### src/rtl/imm_ext_pkg.sv
// imm_ext_pkg: shared mode encoding, occupancy states and the width-generic extension function.
// Used by imm_ext_core and imm_extend_pipe; optional IMM_EXT_ERR_CNT_EN lives in the top.
package imm_ext_pkg;

    localparam int IMM_SRC_W = 3;
    localparam int EXT_MAX_W = 64;

    typedef enum logic [IMM_SRC_W-1:0] {
        IMM_ZX_S = 3'd0,
        IMM_ZX_L = 3'd1,
        IMM_SX_S = 3'd2,
        IMM_SX_L = 3'd3,
        IMM_UP   = 3'd4
    } imm_src_e;

    typedef enum logic [1:0] {
        OCC_EMPTY,
        OCC_ONE,
        OCC_TWO
    } occ_e;

    function automatic logic imm_src_illegal(input logic [IMM_SRC_W-1:0] src);
        return src > IMM_UP;
    endfunction

    // Works on a 64-bit carrier; the caller truncates to its own XLEN.
    function automatic logic [EXT_MAX_W-1:0] imm_ext(
        input logic [EXT_MAX_W-1:0] imm,
        input logic [IMM_SRC_W-1:0] src,
        input int                   xlen,
        input int                   imm_w,
        input int                   short_w
    );
        logic [EXT_MAX_W-1:0] mask_s;
        logic [EXT_MAX_W-1:0] mask_l;
        mask_s = (64'd1 << short_w) - 64'd1;
        mask_l = (64'd1 << imm_w) - 64'd1;
        return src == IMM_ZX_S ? imm & mask_s :
               src == IMM_ZX_L ? imm & mask_l :
               src == IMM_SX_S ? (imm[6'(short_w - 1)] ? imm | ~mask_s : imm & mask_s) :
               src == IMM_SX_L ? (imm[6'(imm_w - 1)] ? imm | ~mask_l : imm & mask_l) :
               src == IMM_UP   ? (imm & mask_l) << (xlen - imm_w) :
                                 '0;
    endfunction

endpackage

### src/rtl/imm_extend_pipe_if.sv
// imm_extend_pipe_if: valid/ready request and response bundle for the pipelined immediate extender.
interface imm_extend_pipe_if
    import imm_ext_pkg::*;
#(
    parameter int XLEN  = 32,
    parameter int IMM_W = 25
) ();

    logic                 in_valid;
    logic                 in_ready;
    logic [IMM_SRC_W-1:0] imm_src;
    logic [IMM_W-1:0]     imm;
    logic                 out_valid;
    logic                 out_ready;
    logic [XLEN-1:0]      result;
    logic                 out_err;

    modport master (
        output in_valid, imm_src, imm, out_ready,
        input  in_ready, out_valid, result, out_err
    );

    modport slave (
        input  in_valid, imm_src, imm, out_ready,
        output in_ready, out_valid, result, out_err
    );

endinterface

### src/rtl/imm_ext_core.sv
// imm_ext_core: combinational mode decode and extension of one immediate to XLEN bits.
module imm_ext_core
    import imm_ext_pkg::*;
#(
    parameter int XLEN    = 32,
    parameter int IMM_W   = 25,
    parameter int SHORT_W = 15
) (
    input  logic [IMM_SRC_W-1:0] imm_src_i,
    input  logic [IMM_W-1:0]     imm_i,
    output logic [XLEN-1:0]      result_o,
    output logic                 err_o
);

    logic [EXT_MAX_W-1:0] ext;
    logic                 unused_ext;

    assign ext        = imm_ext(EXT_MAX_W'(imm_i), imm_src_i, XLEN, IMM_W, SHORT_W);
    assign result_o   = ext[XLEN-1:0];
    assign err_o      = imm_src_illegal(imm_src_i);
    assign unused_ext = ^ext;

endmodule

### src/rtl/imm_extend_pipe.sv
// imm_extend_pipe: 1-cycle immediate extender with 2-entry skid buffer; in_ready depends on occupancy only.
// Define IMM_EXT_ERR_CNT_EN to add the saturating illegal-select counter err_count.
module imm_extend_pipe
    import imm_ext_pkg::*;
#(
    parameter int XLEN    = 32,
    parameter int IMM_W   = 25,
    parameter int SHORT_W = 15
) (
    input  logic clk,
    input  logic rst,
    imm_extend_pipe_if.slave bus
`ifdef IMM_EXT_ERR_CNT_EN
    ,
    output logic [15:0] err_count
`endif
);

    occ_e            state_q;
    logic            in_ready_q;
    logic            out_valid_q;
    logic            out_err_q;
    logic            skid_err_q;
    logic [XLEN-1:0] result_q;
    logic [XLEN-1:0] skid_q;
    logic [XLEN-1:0] ext;
    logic            ext_err;
    logic            in_xfer;
    logic            out_xfer;

    imm_ext_core #(
        .XLEN    (XLEN),
        .IMM_W   (IMM_W),
        .SHORT_W (SHORT_W)
    ) u_core (
        .imm_src_i (bus.imm_src),
        .imm_i     (bus.imm),
        .result_o  (ext),
        .err_o     (ext_err)
    );

    assign in_xfer  = bus.in_valid && in_ready_q;
    assign out_xfer = out_valid_q && bus.out_ready;

    always_ff @(posedge clk or posedge rst) begin
        if (rst) begin
            state_q     <= OCC_EMPTY;
            in_ready_q  <= 1'b1;
            out_valid_q <= 1'b0;
            out_err_q   <= 1'b0;
            skid_err_q  <= 1'b0;
            result_q    <= '0;
            skid_q      <= '0;
        end else begin
            case (state_q)
                OCC_EMPTY: if (in_xfer) begin
                    result_q    <= ext;
                    out_err_q   <= ext_err;
                    out_valid_q <= 1'b1;
                    state_q     <= OCC_ONE;
                end
                OCC_ONE: if (in_xfer && out_xfer) begin
                    result_q  <= ext;
                    out_err_q <= ext_err;
                end else if (in_xfer) begin
                    skid_q     <= ext;
                    skid_err_q <= ext_err;
                    in_ready_q <= 1'b0;
                    state_q    <= OCC_TWO;
                end else if (out_xfer) begin
                    out_valid_q <= 1'b0;
                    state_q     <= OCC_EMPTY;
                end
                // TWO only ever drains: the skid entry is promoted and input reopens.
                OCC_TWO: if (out_xfer) begin
                    result_q   <= skid_q;
                    out_err_q  <= skid_err_q;
                    in_ready_q <= 1'b1;
                    state_q    <= OCC_ONE;
                end
                default: begin
                    state_q     <= OCC_EMPTY;
                    in_ready_q  <= 1'b1;
                    out_valid_q <= 1'b0;
                end
            endcase
        end
    end

    assign bus.in_ready  = in_ready_q;
    assign bus.out_valid = out_valid_q;
    assign bus.result    = result_q;
    assign bus.out_err   = out_err_q;

`ifdef IMM_EXT_ERR_CNT_EN
    logic [15:0] err_cnt_q;
    logic [15:0] err_cnt_d;

    always_comb err_cnt_d = in_xfer && ext_err && err_cnt_q != 16'hFFFF ? err_cnt_q + 16'd1 : err_cnt_q;

    always_ff @(posedge clk or posedge rst) begin
        if (rst) err_cnt_q <= '0;
        else     err_cnt_q <= err_cnt_d;
    end

    assign err_count = err_cnt_q;
`endif

endmodule

### src/flat_wrapper.sv
// flat-port wrapper written by rule: the top's interface ports become plain ports
module imm_extend_pipe_flat import imm_ext_pkg::*;
#(
    parameter int XLEN    = 32,
    parameter int IMM_W   = 25,
    parameter int SHORT_W = 15
)
  (clk, rst, bus_in_valid, bus_imm_src, bus_imm, bus_out_ready, bus_in_ready, bus_out_valid, bus_result, bus_out_err);
  imm_extend_pipe_if #(.XLEN(XLEN), .IMM_W(IMM_W)) bus_i ();
  input  logic clk;
  input  logic rst;
  input wire logic [$bits(bus_i.in_valid)-1:0] bus_in_valid;
  input wire logic [$bits(bus_i.imm_src)-1:0] bus_imm_src;
  input wire logic [$bits(bus_i.imm)-1:0] bus_imm;
  input wire logic [$bits(bus_i.out_ready)-1:0] bus_out_ready;
  output wire logic [$bits(bus_i.in_ready)-1:0] bus_in_ready;
  output wire logic [$bits(bus_i.out_valid)-1:0] bus_out_valid;
  output wire logic [$bits(bus_i.result)-1:0] bus_result;
  output wire logic [$bits(bus_i.out_err)-1:0] bus_out_err;
  assign bus_i.in_valid = bus_in_valid;
  assign bus_i.imm_src = bus_imm_src;
  assign bus_i.imm = bus_imm;
  assign bus_i.out_ready = bus_out_ready;
  assign bus_in_ready = bus_i.in_ready;
  assign bus_out_valid = bus_i.out_valid;
  assign bus_result = bus_i.result;
  assign bus_out_err = bus_i.out_err;
  imm_extend_pipe #(.XLEN(XLEN), .IMM_W(IMM_W), .SHORT_W(SHORT_W)) u_core (.clk(clk), .rst(rst), .bus(bus_i));
endmodule
### config.mk
export PLATFORM = sky130hd
export DESIGN_NAME = imm_extend_pipe_flat
export DESIGN_NICKNAME = d
export VERILOG_FILES = /design/src/rtl/imm_ext_pkg.sv /design/src/rtl/imm_extend_pipe_if.sv /design/src/rtl/imm_ext_core.sv /design/src/rtl/imm_extend_pipe.sv /design/src/flat_wrapper.sv
export SDC_FILE = /design/constraint.sdc
export NUM_CORES = 1
export LEC_CHECK = 0
export ABC_AREA = 1
export CAP_MARGIN = 20
export CORE_UTILIZATION = 47
export CTS_CLUSTER_DIAMETER = 40
export DETAILED_ROUTE_END_ITERATION = 8
export MAX_ROUTING_LAYER = met4
export PLACE_DENSITY = 0.76
export SLEW_MARGIN = 10
export SYNTH_ARGS = -nofsm -noshare
export SYNTH_HDL_FRONTEND = slang
export SYNTH_SLANG_ARGS = --single-unit
### constraint.sdc
create_clock -name clk -period 2 [get_ports clk]
set_clock_uncertainty 0.05 [all_clocks]
set_input_delay 0.3 -clock clk [delete_from_list [all_inputs] [get_ports clk]]
set_output_delay 0.3 -clock clk [all_outputs]
set_load 0.02 [all_outputs]
==> run_results.csv, run 1 <==
group,metric,value,unit
run_status,status,"completed",
cells_and_area,final_cell_mix,"200 x nand2_1, 69 x dfrtp_1, 66 x clkdlybuf4s50_1",
floorplanning,rows,31,
worst_setup_path,critPathRequiredTime,1650,ps
hold_path,hp-class,"primary input to async pin",
grt,overflow,0,
cts,cts_sinks,70,
timing,max-slew-margin-rel,62.5,%
placement,place_ws,-19.6,ps
timing,fmax,542,MHz
floorplanning,die_height,89.5,um
worst_setup_path,cpPeakStageDelay,600,ps
timing,grt_setup_unrepaired,"no",
timing,period_share,92.3,%
floorplanning,core,7330,um2
logic_synthesis,ys_ff_latch,70,
floorplanning,die_w,89.5,um
timing,setup_viol,0,
cts,root_buffer,"clkbuf_8",
detailed_routing,postRouteAntennaNets,0,
worst_setup_path,worst-path-buf-inv,1,
grt,antenna_found_initial,0,
worst_setup_path,slowest_stage,"clkdlybuf4s50_1",
logic_synthesis,ys_types,26,
detailed_routing,routed_via_density,5.27,
logic_synthesis,netlist_instances,498,
detailed_routing,drc,0,
cells_and_area,fin_cells,680,
timing,worstMarginPinSlew,561,ps
detailed_routing,drt_wl_total,9.65,mm
timing,fin_crit,1850,ps
cts,clkTransAtPathRegs,80,ps
power,ir_worst_vdd,0.350,mV
timing,hold_viol,0,
worst_setup_path,arrival,1500,ps
timing,fin_ws,154,ps
placement,dp_hpwl,6.92,mm
logic_synthesis,avgSynthCellArea,7.22,um2
grt,grt_pass1_vias,3262,
worst_setup_path,path_delay_family,"buffers and inverters",
cts,numCtsBuffers,9,
worst_setup_path,critPathLaunch,"u_core.bus.in_ready$_DFFE_PP1P_",
flow_run,timing.max_cap.violations,0,
worst_setup_path,crit_path_end_kind,"output port",
worst_setup_path,r2r-start,"u_core.bus.in_ready$_DFFE_PP1P_",
placement,dp.cells,664,
cells_and_area,area_growth,30.8,%
logic_synthesis,synth_top_area_cell,"dfrtp_1",
cts,cts-resized-gates,0,
cells_and_area,drive_gt1_share,9.81,%
worst_setup_path,worstPathCellList,"clkdlybuf4s50_1",
power,leakagePower,2.44,nW
cts,htree_levels,3,
worst_setup_path,crit_type,"flip-flop to output port",
cts,postCtsSetupBuffers,0,
logic_synthesis,synth_nets,530,
grt,grt_max_degree,42,
floorplanning,dieArea,8000,um2
logic_synthesis,synth.cell_area,3590,um2
detailed_routing,wire_per_inst,14.2,um
floorplanning,start_util,49.0,%
logic_synthesis,ys_top_cells_by_area,"dfrtp_1 48%, nand2_1 21%, nor2_1 6.4%",
detailed_routing,dr_total_vias,3583,
cts,cts_buffer_depth,2,
cells_and_area,final_common_cell,"nand2_1",
logic_synthesis,synth_top_area_share,48.0,%
cts,clk_latency,350,ps
placement,gp_congestion,0.914,
detailed_routing,drt_first_iter_violations,302,
floorplanning,io_pins,67,
logic_synthesis,ys_seq_area_share,48.8,%
cells_and_area,n_fill_cell,637,
grt,track_usage,26.9,%
cts,cts_tree,"yes",
grt,grt_pass1_wl,15.8,mm
detailed_routing,dr.pass1.iters,5,
worst_setup_path,crit_path_max_fanout,3,
timing,finalMaxSlewViolations,0,
worst_setup_path,crit_path_start_kind,"flip-flop",
cells_and_area,diodes,0,
cells_and_area,fin_util,64.2,%
logic_synthesis,yosysWarnings,0,
placement,port_buffers,66,
power,power.density,597,nW/um2
cts,hold_buffers,0,
cells_and_area,nets,608,
==> state kept, by name, summed over array words and instances, names as in the netlist <==
register              flops
u_core.bus.in_ready       1
u_core.bus.out_err        1
u_core.bus.out_valid      1
u_core.bus.result        32
u_core.skid_err_q         1
u_core.skid_q            32
u_core.state_q            2
==> logic make-up (layout without fill, tap and decap cells) <==
| group | after synthesis | count (layout) | share of synthesized area (%) |
|---|---|---|---|
| AO/OA/AOI/OAI | 73 | 73 | 11.0 |
| AND/OR/NAND/NOR | 305 | 305 | 34.4 |
| flip-flops | 70 | 70 | 48.8 |
| buffers and inverters | 50 | 133 | 5.92 |
==> final cells by class <==
type                       instances  area, um2  share of cell area, %
clock buffer                       9        124                   2.63
sequential                        70       1750                   37.3
inverter                          23       90.1                   1.92
clock inverter                     7       62.6                   1.33
timing repair buffer              94        921                   19.6
multi-input combinational        378       1630                   34.6
tap                               99        124                   2.63
==> final timing paths <==
check	endpoint	slack, ps	cells past startpoint
max	bus_in_ready	150	1
min	u_core.bus.out_valid$_DFFE_PP0P_	310	2
max reg2reg	u_core.skid_q[10]$_DFFE_PP0P_	350	6
min reg2reg	u_core.bus.result[22]$_DFFE_PP0P_	430	2
max in group asynchronous	u_core.bus.result[24]$_DFFE_PP0P_	1090	3
min in group clk	u_core.bus.result[22]$_DFFE_PP0P_	430	2
==> Yosys cell counts <==
library cell  instances
a21boi_1              1
nor2_4                1
o21ai_0               7
a21oi_1              39
nand2_2               1
dfstp_2               1
o21ai_2               1
clkbuf_1             11
a22o_1                1
a211oi_1              1
nand4_1               9
a311oi_1              1
buf_4                 3
buf_2                11
nand2_1             200
dfrtp_1              69
nand2_4               1
inv_1                16
o21ai_1              12
or2_1                 8
inv_2                 7
a31oi_1               8
nor2_1               61
nand3_1              24
buf_1                 2
o22ai_1               2
==> metal layers <==
metal | vias up | track usage [%] | routed length [um]
li1 | 1743 | - | -
met1 | 1681 | 36.4 | 4460
met2 | 141 | 41.6 | 4530
met3 | 18 | 4.16 | 528
met4 | 0 | 8.66 | 129
met5 | - | - | 0
==> report_power, final <==
part           switching [W]  internal, W
registers        0.000000854      0.00142
logic               0.000174     0.000130
clock network       0.000614     0.000476
==> metrics by stage <==
step,hold slack (ps),power [W],cell area [um2],setup TNS (ps)
6_report,312,0.00281,4700,0
5_1_grt,369,0.00291,4700,0
4_1_cts,319,0.00283,4700,0
3_5_place_dp,415,0.00174,4520,-45.3
3_3_place_gp,411,0.00174,4520,0
2_1_floorplan,399,0.00159,3600,0
(Power assumes the default switching activity.)
==> run 2: changes to the inputs <==
--- a/config.mk
+++ b/config.mk
@@ -7,11 +7,11 @@
 export LEC_CHECK = 0
 export ABC_AREA = 1
 export CAP_MARGIN = 20
-export CORE_UTILIZATION = 47
+export CORE_UTILIZATION = 55
 export CTS_CLUSTER_DIAMETER = 40
 export DETAILED_ROUTE_END_ITERATION = 8
 export MAX_ROUTING_LAYER = met4
-export PLACE_DENSITY = 0.76
+export PLACE_DENSITY = 0.84
 export SLEW_MARGIN = 10
 export SYNTH_ARGS = -nofsm -noshare
 export SYNTH_HDL_FRONTEND = slang
==> constraint.sdc (replaced) <==
create_clock -name clk -period 2.4 [get_ports clk]
set_clock_uncertainty 0.05 [all_clocks]
set_input_delay 0.36 -clock clk [delete_from_list [all_inputs] [get_ports clk]]
set_output_delay 0.36 -clock clk [all_outputs]
set_load 0.02 [all_outputs]
==> run_results.csv, run 2 (same netlist as run 1, synthesis figures left out) <==
group,metric,value,unit
timing,grt_setup_unrepaired,"no",
timing,setup_viol,0,
cts,clkTransAtPathRegs,80,ps
worst_setup_path,rrSetupSlack,640,ps
timing,period_share,79.0,%
cts,cts-resized-gates,0,
power,comb_power_share,9.6,%
worst_setup_path,reg2reg_to,"u_core.skid_q[14]$_DFFE_PP0P_",
cts,clk_latency,340,ps
cts,numCtsBuffers,9,
cells_and_area,n_fill_cell,500,
placement,port_buffers,66,
timing,worstMarginPinSlew,519,ps
worst_setup_path,slowest_stage,"clkdlybuf4s50_1",
grt,grt_pass1_vias,3295,
grt,grt_pass1_wl,16.0,mm
detailed_routing,postRouteAntennaNets,0,
power,pwr-share-clk,42.8,%
floorplanning,core,6310,um2
cells_and_area,area_growth,27.3,%
worst_setup_path,worstSetupPathDepth,1,
floorplanning,die_w,82.8,um
placement,dp_hpwl,6.35,mm
detailed_routing,drt_wl_total,9.60,mm
timing,fin_setup_tns,0,ps
timing,max-slew-margin-rel,65.3,%
run_status,status,"completed",
worst_setup_path,crit_path_start_kind,"flip-flop",
power,p_seq_share,47.6,%
worst_setup_path,r2r_cells,6,
placement,gp_congestion,0.913,
worst_setup_path,crit_path_max_fanout,3,
power,p_int,0.00189,W
worst_setup_path,r2r-start,"u_core.bus.in_ready$_DFFE_PP1P_",
worst_setup_path,crit_path_end_kind,"output port",
power,p_switching,0.000586,W
worst_setup_path,critPathLaunch,"u_core.bus.in_ready$_DFFE_PP1P_",
grt,grt_max_degree,53,
worst_setup_path,worstPathCellList,"clkdlybuf4s50_1",
floorplanning,start_util,56.9,%
cells_and_area,drive_gt1_share,7.57,%
power,power,0.00248,W
timing,finalMaxSlewViolations,0,
cts,postCtsSetupBuffers,0,
power,ir_worst_vdd,0.412,mV
worst_setup_path,arrival,1490,ps
detailed_routing,drc,0,
cts,cts_sinks,70,
cts,htree_levels,3,
hold_path,hp-class,"primary input to async pin",
cells_and_area,diodes,0,
cells_and_area,nets,595,
cts,cts_buffer_depth,2,
placement,place_ws,202,ps
power,p_sw_share,23.6,%
floorplanning,die_height,82.8,um
power,leakagePower,2.38,nW
detailed_routing,routed_via_density,5.52,
detailed_routing,dr.pass1.iters,5,
cells_and_area,seq_area,1750,um2
worst_setup_path,critPathRequiredTime,1990,ps
timing,hold_viol,0,
grt,track_usage,29.8,%
cells_and_area,final_common_cell,"nand2_1",
worst_setup_path,crit_type,"flip-flop to output port",
cells_and_area,multi_input_area,1630,um2
timing,fin_ws,503,ps
detailed_routing,dr_total_vias,3559,
worst_setup_path,path_delay_family,"buffers and inverters",
detailed_routing,drt_first_iter_violations,274,
worst_setup_path,worst-path-buf-inv,1,
worst_setup_path,crit_path_end,"bus_in_ready",
power,power.density,542,nW/um2
flow_run,timing.max_cap.violations,0,
floorplanning,dieArea,6860,um2
grt,overflow,0,
timing,fin_crit,1900,ps
detailed_routing,wire_per_inst,14.9,um
cts,hold_buffers,0,
cells_and_area,final_cell_mix,"200 x nand2_1, 69 x dfrtp_1, 66 x clkdlybuf4s50_1",
cells_and_area,fin_util,72.5,%
cts,root_buffer,"clkbuf_8",
grt,antenna_found_initial,0,
floorplanning,rows,29,
timing,fmax,527,MHz
cts,cts_tree,"yes",
floorplanning,io_pins,67,
worst_setup_path,cpPeakStageDelay,600,ps
-- run 2: layout make-up --
class,instances,share of cell area (%)
Sequential cell,70,38.3
Multi-Input combinational cell,378,35.6
Timing Repair Buffer,81,17.2
Clock buffer,11,3.09
Tap cell,77,2.11
Inverter,23,1.89
Clock inverter,5,1.83
-- run 2: worst reg2reg max path, delay by kind of cell (launching register included) --
| kind | cells | cell delay [ps] |
|---|---|---|
| buf+inv | 1 | 380 |
| simple gates | 5 | 710 |
| flops | 1 | 540 |
-- run 2: routing by layer --
metal	up-vias	routed length [um]	track usage [%]
li1	1716	-	-
met5	-	0	-
met1	1664	4200	40.9
met3	25	609	4.37
met2	154	4520	44.6
met4	0	269	13.0
-- run 2: worst min-delay path by stage --
stage,from,to,slack [ps]
after floorplan,u_core.skid_q[28]$_DFFE_PP0P_,u_core.skid_q[28]$_DFFE_PP0P_,400
after detailed placement,u_core.bus.result[21]$_DFFE_PP0P_,u_core.bus.result[21]$_DFFE_PP0P_,420
final,rst,u_core.bus.out_valid$_DFFE_PP0P_,280
after global routing,rst,u_core.bus.out_valid$_DFFE_PP0P_,300
after CTS,rst,u_core.bus.out_valid$_DFFE_PP0P_,280
after global placement,u_core.bus.result[15]$_DFFE_PP0P_,u_core.bus.result[15]$_DFFE_PP0P_,410
-- run 2: metrics by stage --
stage | std cells | cell area [um2] | hold slack (ps)
6_report | 645 | 4580 | 275
5_1_grt | 645 | 4580 | 299
4_1_cts | 645 | 4580 | 282
3_5_place_dp | 629 | 4350 | 415
3_3_place_gp | 629 | 4350 | 410
2_1_floorplan | 498 | 3590 | 399
-- run 2: power by group through the flow --
stage / combinational [W] / clock (W) / sequential [W]
after global routing: 0.000264 / 0.00113 / 0.00118
after global placement: 0.000234 / 0 / 0.00120
after floorplan: 0.000123 / 0 / 0.00121
after detailed placement: 0.000235 / 0 / 0.00120
final: 0.000238 / 0.00106 / 0.00118
after CTS: 0.000237 / 0.00108 / 0.00118
==> run 3: changes to the inputs <==
--- a/config.mk
+++ b/config.mk
@@ -7,11 +7,11 @@
 export LEC_CHECK = 0
 export ABC_AREA = 1
 export CAP_MARGIN = 20
-export CORE_UTILIZATION = 55
+export CORE_UTILIZATION = 52
 export CTS_CLUSTER_DIAMETER = 40
 export DETAILED_ROUTE_END_ITERATION = 8
 export MAX_ROUTING_LAYER = met4
-export PLACE_DENSITY = 0.84
+export PLACE_DENSITY = 0.8
 export SLEW_MARGIN = 10
 export SYNTH_ARGS = -nofsm -noshare
 export SYNTH_HDL_FRONTEND = slang
==> constraint.sdc (replaced) <==
create_clock -name clk -period 1.9 [get_ports clk]
set_clock_uncertainty 0.05 [all_clocks]
set_input_delay 0.285 -clock clk [delete_from_list [all_inputs] [get_ports clk]]
set_output_delay 0.285 -clock clk [all_outputs]
set_load 0.02 [all_outputs]
==> run_results.csv, run 3 (same netlist as run 1, synthesis figures left out) <==
group,metric,value,unit
worst_setup_path,r2r-start,"u_core.bus.in_ready$_DFFE_PP1P_",
detailed_routing,wire_per_inst,15.5,um
worst_setup_path,path_delay_family,"buffers and inverters",
cells_and_area,fin_util,73.9,%
timing,grt_setup_unrepaired,"no",
worst_setup_path,worst-path-buf-inv,1,
power,leakagePower,2.50,nW
placement,dp_hpwl,7.25,mm
detailed_routing,routed_via_density,5.53,
detailed_routing,dr_total_vias,3696,
timing,hold_viol,0,
cts,clk_latency,340,ps
detailed_routing,dr.pass1.iters,5,
worst_setup_path,worstSetupPathDepth,1,
grt,antenna_found_initial,0,
timing,fmax,547,MHz
placement,port_buffers,66,
floorplanning,rows,29,
worst_setup_path,crit_path_start_kind,"flip-flop",
run_status,status,"completed",
cts,numCtsBuffers,9,
timing,fin_crit,1830,ps
timing,hold_ws,226,ps
worst_setup_path,crit_path_max_fanout,3,
cells_and_area,multi_input_area,1630,um2
timing,period_share,96.1,%
worst_setup_path,crit_path_end_kind,"output port",
cts,root_buffer,"clkbuf_8",
detailed_routing,drc,0,
timing,max-slew-margin-rel,69.9,%
detailed_routing,postRouteAntennaNets,0,
floorplanning,io_pins,67,
cts,cts_tree,"yes",
worst_setup_path,r2r_cells,7,
worst_setup_path,rrSetupSlack,260,ps
flow_run,timing.max_cap.violations,0,
worst_setup_path,reg2reg_to,"u_core.skid_q[21]$_DFFE_PP0P_",
floorplanning,core,6490,um2
cells_and_area,area_growth,33.5,%
grt,overflow,0,
cells_and_area,final_common_cell,"nand2_1",
cells_and_area,design_area,4800,um2
worst_setup_path,critPathRequiredTime,1560,ps
cells_and_area,seq_area,1750,um2
power,power,0.00309,W
cells_and_area,diodes,0,
timing,setup_viol,0,
cts,clkTransAtPathRegs,80,ps
detailed_routing,drt_wl_total,10.3,mm
floorplanning,dieArea,7250,um2
grt,track_usage,31.8,%
hold_path,hp-class,"primary input to async pin",
cells_and_area,drive_gt1_share,11.5,%
cts,htree_levels,3,
floorplanning,die_height,85.1,um
detailed_routing,drt_first_iter_violations,326,
cts,cts_sinks,70,
worst_setup_path,crit_type,"flip-flop to output port",
floorplanning,start_util,55.3,%
placement,placed_area,4590,um2
cells_and_area,nets,618,
worst_setup_path,slowest_stage,"clkdlybuf4s50_1",
power,ir_worst_vdd,0.452,mV
worst_setup_path,arrival,1490,ps
grt,grt_max_degree,42,
floorplanning,die_w,85.1,um
power,power.density,644,nW/um2
grt,grt_pass1_wl,17.3,mm
worst_setup_path,crit_path_end,"bus_in_ready",
placement,gp_congestion,0.894,
grt,grt_pass1_vias,3565,
cells_and_area,final_cell_mix,"200 x nand2_1, 69 x dfrtp_1, 66 x clkdlybuf4s50_1",
timing,finalMaxSlewViolations,0,
worst_setup_path,cpPeakStageDelay,600,ps
worst_setup_path,worstPathCellList,"clkdlybuf4s50_1",
worst_setup_path,critPathLaunch,"u_core.bus.in_ready$_DFFE_PP1P_",
cells_and_area,n_fill_cell,510,
timing,worstMarginPinSlew,451,ps
cts,cts_buffer_depth,2,
run 3: worst min-delay path by stage:
stage                                            startpoint                                 to  slack [ps]  cells past startpoint
after floorplan                                         rst     u_core.bus.out_err$_DFFE_PP0P_         400                      1
after global placement    u_core.bus.result[24]$_DFFE_PP0P_  u_core.bus.result[24]$_DFFE_PP0P_         410                      2
after detailed placement  u_core.bus.result[22]$_DFFE_PP0P_  u_core.bus.result[22]$_DFFE_PP0P_         410                      2
after CTS                                               rst  u_core.bus.result[24]$_DFFE_PP0P_         240                      2
after global routing                                    rst  u_core.bus.result[24]$_DFFE_PP0P_         230                      2
final                                                   rst  u_core.bus.result[24]$_DFFE_PP0P_         230                      2
run 3: power breakdown:
part           total [W]  leakage (nW)  internal [W]  switching (W)
Clock            0.00126         0.103      0.000649       0.000612
Combinational   0.000340          1.53      0.000147       0.000193
Sequential       0.00149         0.875       0.00149    0.000000763
Total            0.00309          2.50       0.00229       0.000806
run 3: worst reg2reg max path, stage by stage, from the launching register on:
cell and delay, ps:
dfstp_2 550, nand2_1 120, nor2_1 210, nand3_1 170, inv_2 120, buf_4 200, nand2_1 80, o21ai_1 80
run 3: area by class of cell:
class / count / share of cell area (%)
inverters: 23 / 1.88
repair buffers: 104 / 21.3
well taps: 77 / 2.01
clock inverters: 6 / 1.43
clock buffers: 10 / 2.87
flip-flops and latches: 70 / 36.5
multi-input cells: 378 / 34.0
run 3: through the flow:
stage	instances	TNS, ps	worst slack, ps
2_1_floorplan	498	0	298
3_3_place_gp	652	-1820	-153
3_5_place_dp	652	-2780	-173
4_1_cts	668	0	62.1
5_1_grt	668	0	0.955
6_report	668	0	73.3
run 3: timing repair:
item | in CTS | in global routing
resized for setup | 0 | 1
setup buffers | 0 | 0
setup endpoints to repair | 0 | 1
hold buffers | 0 | 0
run 3: layer usage:
layer | global-route usage [%] | wire length, um
met1 | 42.5 | 4510
met2 | 48.9 | 4900
met3 | 5.74 | 678
met4 | 11.7 | 249
met5 | - | 0
